==> src/rtl/gf2_matvec_seq.sv <==
// -----------------------------------------------------------------------------
// gf2_matvec_seq
// Sequential GF(2) matrix-vector multiplier: y = A * x, one row per clock.
// Each result bit is the XOR-reduction of (row r AND x).
//
// Parameters:
//   N   - vector length / row width (columns of A), N >= 1
//   M   - number of rows / result width, M >= 1
//   CW  - row-counter width, $clog2(M+1) (derived, not overridable)
//
// Ports:
//   clk        in   rising-edge clock
//   rst        in   asynchronous active-high reset
//   in_valid   in   operand pair presented
//   in_ready   out  block can accept operands (state == IDLE)
//   in_mat     in   M*N matrix, row r at [r*N +: N], column j at bit r*N+j
//   in_vec     in   N-bit vector, element j at bit j
//   out_valid  out  result available (state == DONE)
//   out_ready  in   consumer accepts result
//   out_vec    out  M-bit result, bit r = dot(row r, vector) mod 2
//   busy       out  high while rows are being computed
//   out_weight out  Hamming weight of out_vec (only with MATVEC_WEIGHT_EN)
//
// Optional feature macro: MATVEC_WEIGHT_EN
// -----------------------------------------------------------------------------
module gf2_matvec_seq #(
    parameter  int unsigned N  = 4,
    parameter  int unsigned M  = 4,
    localparam int unsigned CW = $clog2(M + 1)
) (
    input  logic           clk,
    input  logic           rst,
    input  logic           in_valid,
    output logic           in_ready,
    input  logic [M*N-1:0] in_mat,
    input  logic [N-1:0]   in_vec,
    output logic           out_valid,
    input  logic           out_ready,
    output logic [M-1:0]   out_vec,
    output logic           busy
`ifdef MATVEC_WEIGHT_EN
    ,
    output logic [CW-1:0]  out_weight
`endif
);

    typedef enum logic [1:0] {
        S_IDLE = 2'd0,
        S_BUSY = 2'd1,
        S_DONE = 2'd2
    } state_t;

    state_t         state_q, state_d;
    logic [M*N-1:0] mat_q,   mat_d;
    logic [N-1:0]   vec_q,   vec_d;
    logic [M-1:0]   res_q,   res_d;
    logic [CW-1:0]  row_q,   row_d;
    logic           row_bit_c;

`ifdef MATVEC_WEIGHT_EN
    logic [CW-1:0]  wt_q,    wt_d;
`endif

    // Dot product of the currently selected row with the latched vector.
    always_comb begin
        row_bit_c = 1'b0;
        for (int r = 0; r < int'(M); r++) begin
            if (row_q == CW'(r)) begin
                row_bit_c = ^(mat_q[r*N +: N] & vec_q);
            end
        end
    end

    // Next-state and datapath update.
    always_comb begin
        state_d = state_q;
        mat_d   = mat_q;
        vec_d   = vec_q;
        res_d   = res_q;
        row_d   = row_q;
`ifdef MATVEC_WEIGHT_EN
        wt_d    = wt_q;
`endif
        case (state_q)
            S_IDLE: begin
                if (in_valid) begin
                    mat_d   = in_mat;
                    vec_d   = in_vec;
                    res_d   = '0;
                    row_d   = '0;
`ifdef MATVEC_WEIGHT_EN
                    wt_d    = '0;
`endif
                    state_d = S_BUSY;
                end
            end
            S_BUSY: begin
                for (int r = 0; r < int'(M); r++) begin
                    if (row_q == CW'(r)) begin
                        res_d[r] = row_bit_c;
                    end
                end
`ifdef MATVEC_WEIGHT_EN
                if (row_bit_c) begin
                    wt_d = wt_q + CW'(1);
                end
`endif
                // Counter parks at M-1 instead of wrapping.
                if (row_q == CW'(M - 1)) begin
                    state_d = S_DONE;
                end else begin
                    row_d = row_q + CW'(1);
                end
            end
            S_DONE: begin
                if (out_ready) begin
                    state_d = S_IDLE;
                end
            end
            default: begin
                state_d = S_IDLE;
            end
        endcase
    end

    // State and datapath registers.
    always_ff @(posedge clk or posedge rst) begin
        if (rst) begin
            state_q <= S_IDLE;
            mat_q   <= '0;
            vec_q   <= '0;
            res_q   <= '0;
            row_q   <= '0;
`ifdef MATVEC_WEIGHT_EN
            wt_q    <= '0;
`endif
        end else begin
            state_q <= state_d;
            mat_q   <= mat_d;
            vec_q   <= vec_d;
            res_q   <= res_d;
            row_q   <= row_d;
`ifdef MATVEC_WEIGHT_EN
            wt_q    <= wt_d;
`endif
        end
    end

    // Handshake/status flags are decodes of the state register.
    assign in_ready  = (state_q == S_IDLE);
    assign out_valid = (state_q == S_DONE);
    assign busy      = (state_q == S_BUSY);
    assign out_vec   = res_q;
`ifdef MATVEC_WEIGHT_EN
    assign out_weight = wt_q;
`endif

endmodule
==> config.mk <==
export PLATFORM = sky130hd
export DESIGN_NAME = gf2_matvec_seq
export DESIGN_NICKNAME = d
export VERILOG_FILES = /design/src/rtl/gf2_matvec_seq.sv
export SDC_FILE = /design/constraint.sdc
export NUM_CORES = 1
export LEC_CHECK = 0
export CAP_MARGIN = 20
export CELL_PAD_IN_SITES_DETAIL_PLACEMENT = 2
export CELL_PAD_IN_SITES_GLOBAL_PLACEMENT = 2
export CORE_MARGIN = 4
export CORE_UTILIZATION = 36
export CTS_CLUSTER_DIAMETER = 50
export DETAILED_ROUTE_END_ITERATION = 7
export PLACE_DENSITY_LB_ADDON = 0.1
export SYNTH_ARGS = -nofsm -noshare
export SYNTH_HDL_FRONTEND = slang
export SYNTH_SLANG_ARGS = --single-unit
==> constraint.sdc <==
create_clock -name clk -period 3.13 [get_ports clk]
set_input_delay 0.4695 -clock clk [delete_from_list [all_inputs] [get_ports clk]]
set_output_delay 0.4695 -clock clk [all_outputs]
set_load 0.01 [all_outputs]
==> results of run 1 <==
## report_power, final
part | internal [mW] | switching, mW | total [mW]
registers | 0.561 | 0.154 | 0.716
clock network | 0.174 | 0.136 | 0.310
logic | 0.583 | 0.531 | 1.11
## kinds of logic (layout without fill, tap and decap cells)
kind of cell | count (synthesis) | after routing | synth area share, %
AND/OR/NAND/NOR | 36 | 36 | 11.3
flip-flops | 29 | 29 | 46.6
multiplexers | 20 | 20 | 18.6
AO/OA/AOI/OAI | 18 | 18 | 7.88
XOR/XNOR | 12 | 12 | 7.23
buffers and inverters | 12 | 46 | 4.34
adder cells (fa/ha/maj) | 5 | 5 | 4.02
## sequential cells by signal (all words and copies together), names as in the netlist
signal,flops
mat_q,16
out_vec,4
row_q,3
state_q,2
vec_q,4
## worst register-to-register path: cells and delay by family, from the launching register on
family,cells,cell delay [ps]
simple gates,2,320
compound gates,1,80
buf+inv,1,100
flops,1,430
fa+ha+maj,2,530
## per-layer routing
layer / GRT usage, % / vias up
met5: 0 / -
met4: 6.64 / 0
met3: 3.97 / 9
met2: 29.3 / 28
met1: 16.4 / 548
li1: - / 507
## worst max-delay path by stage
stage	cells after the start	startpoint	end	slack, ps
after floorplan	5	state_q[0]$_DFFE_PP0P_	mat_q[0]$_DFFE_PP0P_	1720
after global placement	3	in_valid	vec_q[3]$_DFFE_PP0P_	1270
after detailed placement	3	in_valid	mat_q[15]$_DFFE_PP0P_	1240
after CTS	2	state_q[1]$_DFFE_PP0P_	busy	1100
after global routing	2	state_q[1]$_DFFE_PP0P_	busy	1050
final	2	state_q[1]$_DFFE_PP0P_	busy	1100
## synth_stat cells
master     number  area, um2
nand3_1         3       15.0
xnor2_2         1       16.3
nor2_1          3       11.3
nor2b_1         3       18.8
nor2_2          1       6.26
ha_1            5       62.6
o21ai_0         2       10.0
mux2_2          3       33.8
inv_2           1       3.75
nand2_1        20       75.1
o2bb2ai_1       1       8.76
nor3b_2         1       12.5
nand2b_1        2       12.5
o21ai_2         2       17.5
o21ai_1         3       15.0
a32oi_1         1       8.76
a21oi_1         3       15.0
xor2_1          4       35.0
buf_6           3       33.8
xnor2_1         7       61.3
nand2_2         1       6.26
a32o_1          1       10.0
inv_1           7       26.3
dfrtp_1        29        726
a211oi_1        3       22.5
clkbuf_1        1       3.75
and2_4          1       8.76
a22o_1          1       8.76
o22ai_1         1       6.26
and2b_4         1       10.0
mux2_4         17        255
## final cells by class
type	instances	area, um2
Timing Repair Buffer	31	308
Fill cell	431	2110
Clock buffer	7	86.3
Inverter	8	30.0
Tap cell	50	62.6
Multi-Input combinational cell	91	763
Sequential cell	29	726
## stage by stage
step	worst slack (ps)	cell area (um2)
2_1_floorplan	1720	1560
3_3_place_gp	1270	1890
3_5_place_dp	1240	1890
4_1_cts	1100	1980
5_1_grt	1050	1980
6_report	1100	1980
==> reports/results.ini, run 1 <==
[place]
io_buffers = 30
place_congestion = 0.784
place_inst = 209
dp_hpwl_um = 2780

[synth]
yosysUniqueCellTypes = 31
syn_inst = 132
syn_nets = 161
syn_area_per_cell_um2 = 11.8
synth_area_um2 = 1560
synth-seq-cells = 29
synth_seq_area_share_pct = 46.6
synth_warnings = 0

[worst_hold_path]
hp-start = out_vec[3]$_DFFE_PP0P_
hold_path_class = reg -> reg
hold_path_depth = 1
hold_end = out_vec[3]$_DFFE_PP0P_

[route]
vias_per_cell = 5.06
routedLengthMet1_um = 1460
vias = 1092
wl_met2_um = 2070
wl_met3_um = 172
drt_wl_total_um = 3800
dr.pass1.iters = 2
ant_nets = 0
wl_per_cell_um = 17.6
drc = 0
drt_iter0_drc = 20
top_layer = met4

[worst_setup_path]
crit_arrival_ps = 1560
cp_cell_sequence = and2b_4 -> clkdlybuf4s50_1
cp_max_fo = 6
r2r-end = row_q[2]$_DFFE_PP0P_
startpoint_type = flip-flop
critical-path-top-delay-family = buffers and inverters
ff2ff_path_depth = 6
r2r_slack_ps = 1560
path_class = reg -> out
worst-path-buf-inv = 1
crit_required_ps = 2660
endpoint_kind = output port
reg2reg_from = row_q[0]$_DFFE_PP0P_
cpMaxStageDelayCell = clkdlybuf4s50_1
slowest_delay_ps = 540

[cts]
clk_latency_ps = 280
clockBufferDepth = 2
h-tree-depth = 2
tritoncts = done
cts_resized = 0
ctsHoldBuffers = 0
numCtsBuffers = 5
cts_sinks = 29
cts.reportedPaths.clkPinSlew_ps = 60
cts_root_buf = clkbuf_8
post-cts-setup-buffer-count = 0

[layout]
nNetsFinal = 195
final_common_cell = clkdlybuf4s50_1
postLayoutCoreUtil_pct = 48.3
area_growth_pct = 26.9
layout_common_cells = 30 x clkdlybuf4s50_1, 29 x dfrtp_1, 20 x nand2_1
diodes = 0
instances_no_fill = 216
drive_above_1_share_pct = 21.7

[global_route]
grt_start_max_net_pins = 30
grt_pass1_vias = 1338
grt-ovfl-total = 0
grt_usage_pct = 15.7
grt_first_pass_wirelength_um = 6270
antenna_found_initial = 0

[die]
fp-row-count = 23
die_h_um = 73.8
coreArea_um2 = 4090
die_area_um2 = 5440
io_pins = 31
dieWidth_um = 73.8
start_util_pct = 38.1

[sta]
final-setup-viol-count = 0
fmax_mhz = 494
post-route-period-util_pct = 64.7
finalHoldViolCount = 0
relSlewSlack_pct = 69.5
skew_ps = 6.65
fin_crit_ps = 2030
maxSlewViolCount = 0
rsz0062_at_grt = no
fin_setup_tns_ps = 0
fin_hold_ws_ps = 518
worst_slew_pin_slew_ps = 457

[power_and_ir_drop]
power.leakage_nw = 0.862
power_mw = 2.14
vdd_drop_max_uv = 329
power_density_nw_per_um2 = 1080

[run]
drv_cap = 0

[outcome]
status = finished, final reports clean

No activity file was read; power rests on OpenSTA's default activity.
==> run 2, diff against run 1 <==
CORE_UTILIZATION = 30   (was 36)
clock period = 1.7 ns   (was 3.13 ns; I/O delays follow)
==> run 2 against run 1 <==
  * Die area increased by 18%
  * Wire length decreased by 7.3%
  * Register-to-register slack got worse by 1400 ps
  * Worst setup slack got worse by 1000 ps
  * Via count decreased by 1.7%
  * Largest cell class unchanged
==> reports/results.ini, run 2 (synthesized netlist as in run 1, its figures left out) <==
[layout]
largest_reg_flops = 16  ; unchanged
diodes = 0  ; unchanged
final_area_um2 = 2060  ; +4.2%
area_growth_pct = 32.2
final-seq-area_um2 = 727  ; +0.17%
fill_cells = 518  ; +20%
nNetsFinal = 198  ; +1.5%
multi_input_area_um2 = 774  ; +1.5%
top_register = mat_q
layout_common_cells = 28 x clkdlybuf4s50_1, 28 x dfrtp_1, 20 x nand2_1
drive_above_1_share_pct = 24.9  ; +3.2 points

[worst_setup_path]
cp-startpoint = state_q[0]$_DFFE_PP0P_
startpoint_type = flip-flop
cp.depth = 2  ; unchanged
worst-path-buf-inv = 1  ; unchanged
r2r_slack_ps = 210  ; -1350 ps
crit_arrival_ps = 1380  ; -180 ps
slowest_delay_ps = 540  ; about the same
endpoint_kind = output port
crit_required_ps = 1440  ; -1220 ps
cp_max_fo = 4  ; -2
reg2reg_from = state_q[1]$_DFFE_PP0P_
critical-path-top-delay-family = buffers and inverters
r2r-end = out_vec[0]$_DFFE_PP0P_
cp_cell_sequence = nor2_2 -> clkdlybuf4s50_1
path_class = reg -> out
ff2ff_path_depth = 5  ; -1
crit_end = in_ready
cpMaxStageDelayCell = clkdlybuf4s50_1

[die]
fp-row-count = 25  ; +8.7%
coreArea_um2 = 4880  ; +19%
dieWidth_um = 80.0  ; +8.5%
die_area_um2 = 6400  ; +18%
start_util_pct = 31.9  ; -6.2 points
die_h_um = 80.0  ; +8.5%
io_pins = 31  ; unchanged

[power_and_ir_drop]
seqPwrFrac_pct = 33.0  ; -0.5 points
vdd_drop_max_uv = 651  ; +98%
swShare_pct = 37.5  ; -0.87 points
internal_power_mw = 2.50  ; +89%
power_density_nw_per_um2 = 1940  ; +79%
p_clk_share_pct = 14.3  ; -0.2 points
switching_power_mw = 1.50  ; +83%
combPwrFrac_pct = 52.7  ; +0.6 points
power.leakage_nw = 0.902  ; +4.7%

[worst_hold_path]
hold_path_class = in -> async

[route]
drt_wl_total_um = 3520  ; -7.3%
dr.pass1.iters = 4  ; +2
drt_iter0_drc = 26  ; +30%
wl_per_cell_um = 14.9  ; -15%
ant_nets = 0  ; unchanged
vias_per_cell = 4.55  ; -10%
drc = 0  ; unchanged
vias = 1073  ; -1.7%

[sta]
worst_slew_pin_slew_ps = 413  ; -44.3 ps
fin_crit_ps = 1640
fmax_mhz = 610
fin_setup_tns_ps = 0  ; unchanged
finalHoldViolCount = 0  ; unchanged
rsz0062_at_grt = no
final-setup-viol-count = 0  ; unchanged
post-route-period-util_pct = 96.4
skew_ps = 3.85  ; -2.80 ps
maxSlewViolCount = 0  ; unchanged
relSlewSlack_pct = 72.3  ; +2.8 points

[global_route]
grt_usage_pct = 12.5  ; -3.2 points
antenna_found_initial = 0  ; unchanged
grt_pass1_vias = 1260  ; -5.8%
grt_use_met3_pct = 3.50  ; -0.47 points
grt_util_met2_pct = 20.6  ; -8.7 points
busiest_layer = met2
met1_usage_pct = 15.3  ; -1.1 points
grt-ovfl-total = 0  ; unchanged
grt_start_max_net_pins = 30  ; unchanged
grt_first_pass_wirelength_um = 6090  ; -2.9%

[cts]
ctsHoldBuffers = 0  ; unchanged
cts.reportedPaths.clkPinSlew_ps = 60  ; about the same
numCtsBuffers = 5  ; unchanged
cts_root_buf = clkbuf_8
clockBufferDepth = 2  ; unchanged
cts_sinks = 29  ; unchanged
clk_latency_ps = 280  ; about the same
tritoncts = done
h-tree-depth = 2  ; unchanged

[place]
io_buffers = 30  ; unchanged
place_congestion = 0.677  ; -14%
dpl_cell_area_um2 = 1950  ; +3.2%
dp_hpwl_um = 2720  ; -2.5%

[outcome]
status = finished, final reports clean

[run]
drv_cap = 0  ; unchanged

==> run 2: worst min-delay path by stage <==
stage	slack, ps	end	depth (start not counted)	from
after CTS	360	mat_q[7]$_DFFE_PP0P_	3	rst
after floorplan	330	mat_q[0]$_DFFE_PP0P_	1	rst
after global placement	480	out_vec[3]$_DFFE_PP0P_	1	out_vec[3]$_DFFE_PP0P_
after global routing	400	mat_q[7]$_DFFE_PP0P_	3	rst
final	350	mat_q[11]$_DFFE_PP0P_	3	rst
after detailed placement	490	out_vec[3]$_DFFE_PP0P_	1	out_vec[3]$_DFFE_PP0P_
==> run 2: cell type report <==
cell class / count / share of cell area (%)
Clock buffer: 7 / 4.19
Timing Repair Buffer: 34 / 17.3
Tap cell: 67 / 4.07
Sequential cell: 29 / 35.3
Multi-Input combinational cell: 91 / 37.6
Inverter: 8 / 1.46
==> run 2: repair_timing <==
action | 4_1_cts | 5_1_grt
buffers inserted | 1 | 0
endpoints found under the setup margin | 2 | 6
gates resized for setup | 2 | 4
==> run 2: through the flow <==
step                      power, mW  hold slack [ps]  worst slack (ps)  cells  utilization (%)
after floorplan                2.81              333               293    132                -
after global placement         3.36              476               197    228             40.0
after detailed placement       3.47              494               121    228             40.0
after CTS                      4.07              364              24.9    236             41.9
after global routing           4.36              399              7.08    236             42.2
final                          4.00              350              61.6    236             42.2
==> run 2: layer usage <==
layer | vias up | wire (um)
li1 | 513 | -
met1 | 524 | 1530
met2 | 30 | 1740
met3 | 6 | 175
met4 | 0 | 64
met5 | - | 0
==> run 2: power by group through the flow <==
stage,registers (mW),clock network (mW),logic [mW]
detailed placement,1.33,0,2.14
finish,1.32,0.573,2.11
CTS,1.32,0.602,2.15
global route,1.38,0.632,2.35
global placement,1.30,0,2.06
floorplan,1.25,0,1.57
==> run 2: worst reg2reg max path: cells and delay by family (launching register included) <==
| family | cells | cell delay [ps] |
|---|---|---|
| compound gates | 2 | 350 |
| simple gates | 2 | 450 |
| buf+inv | 1 | 150 |
| flops | 1 | 410 |
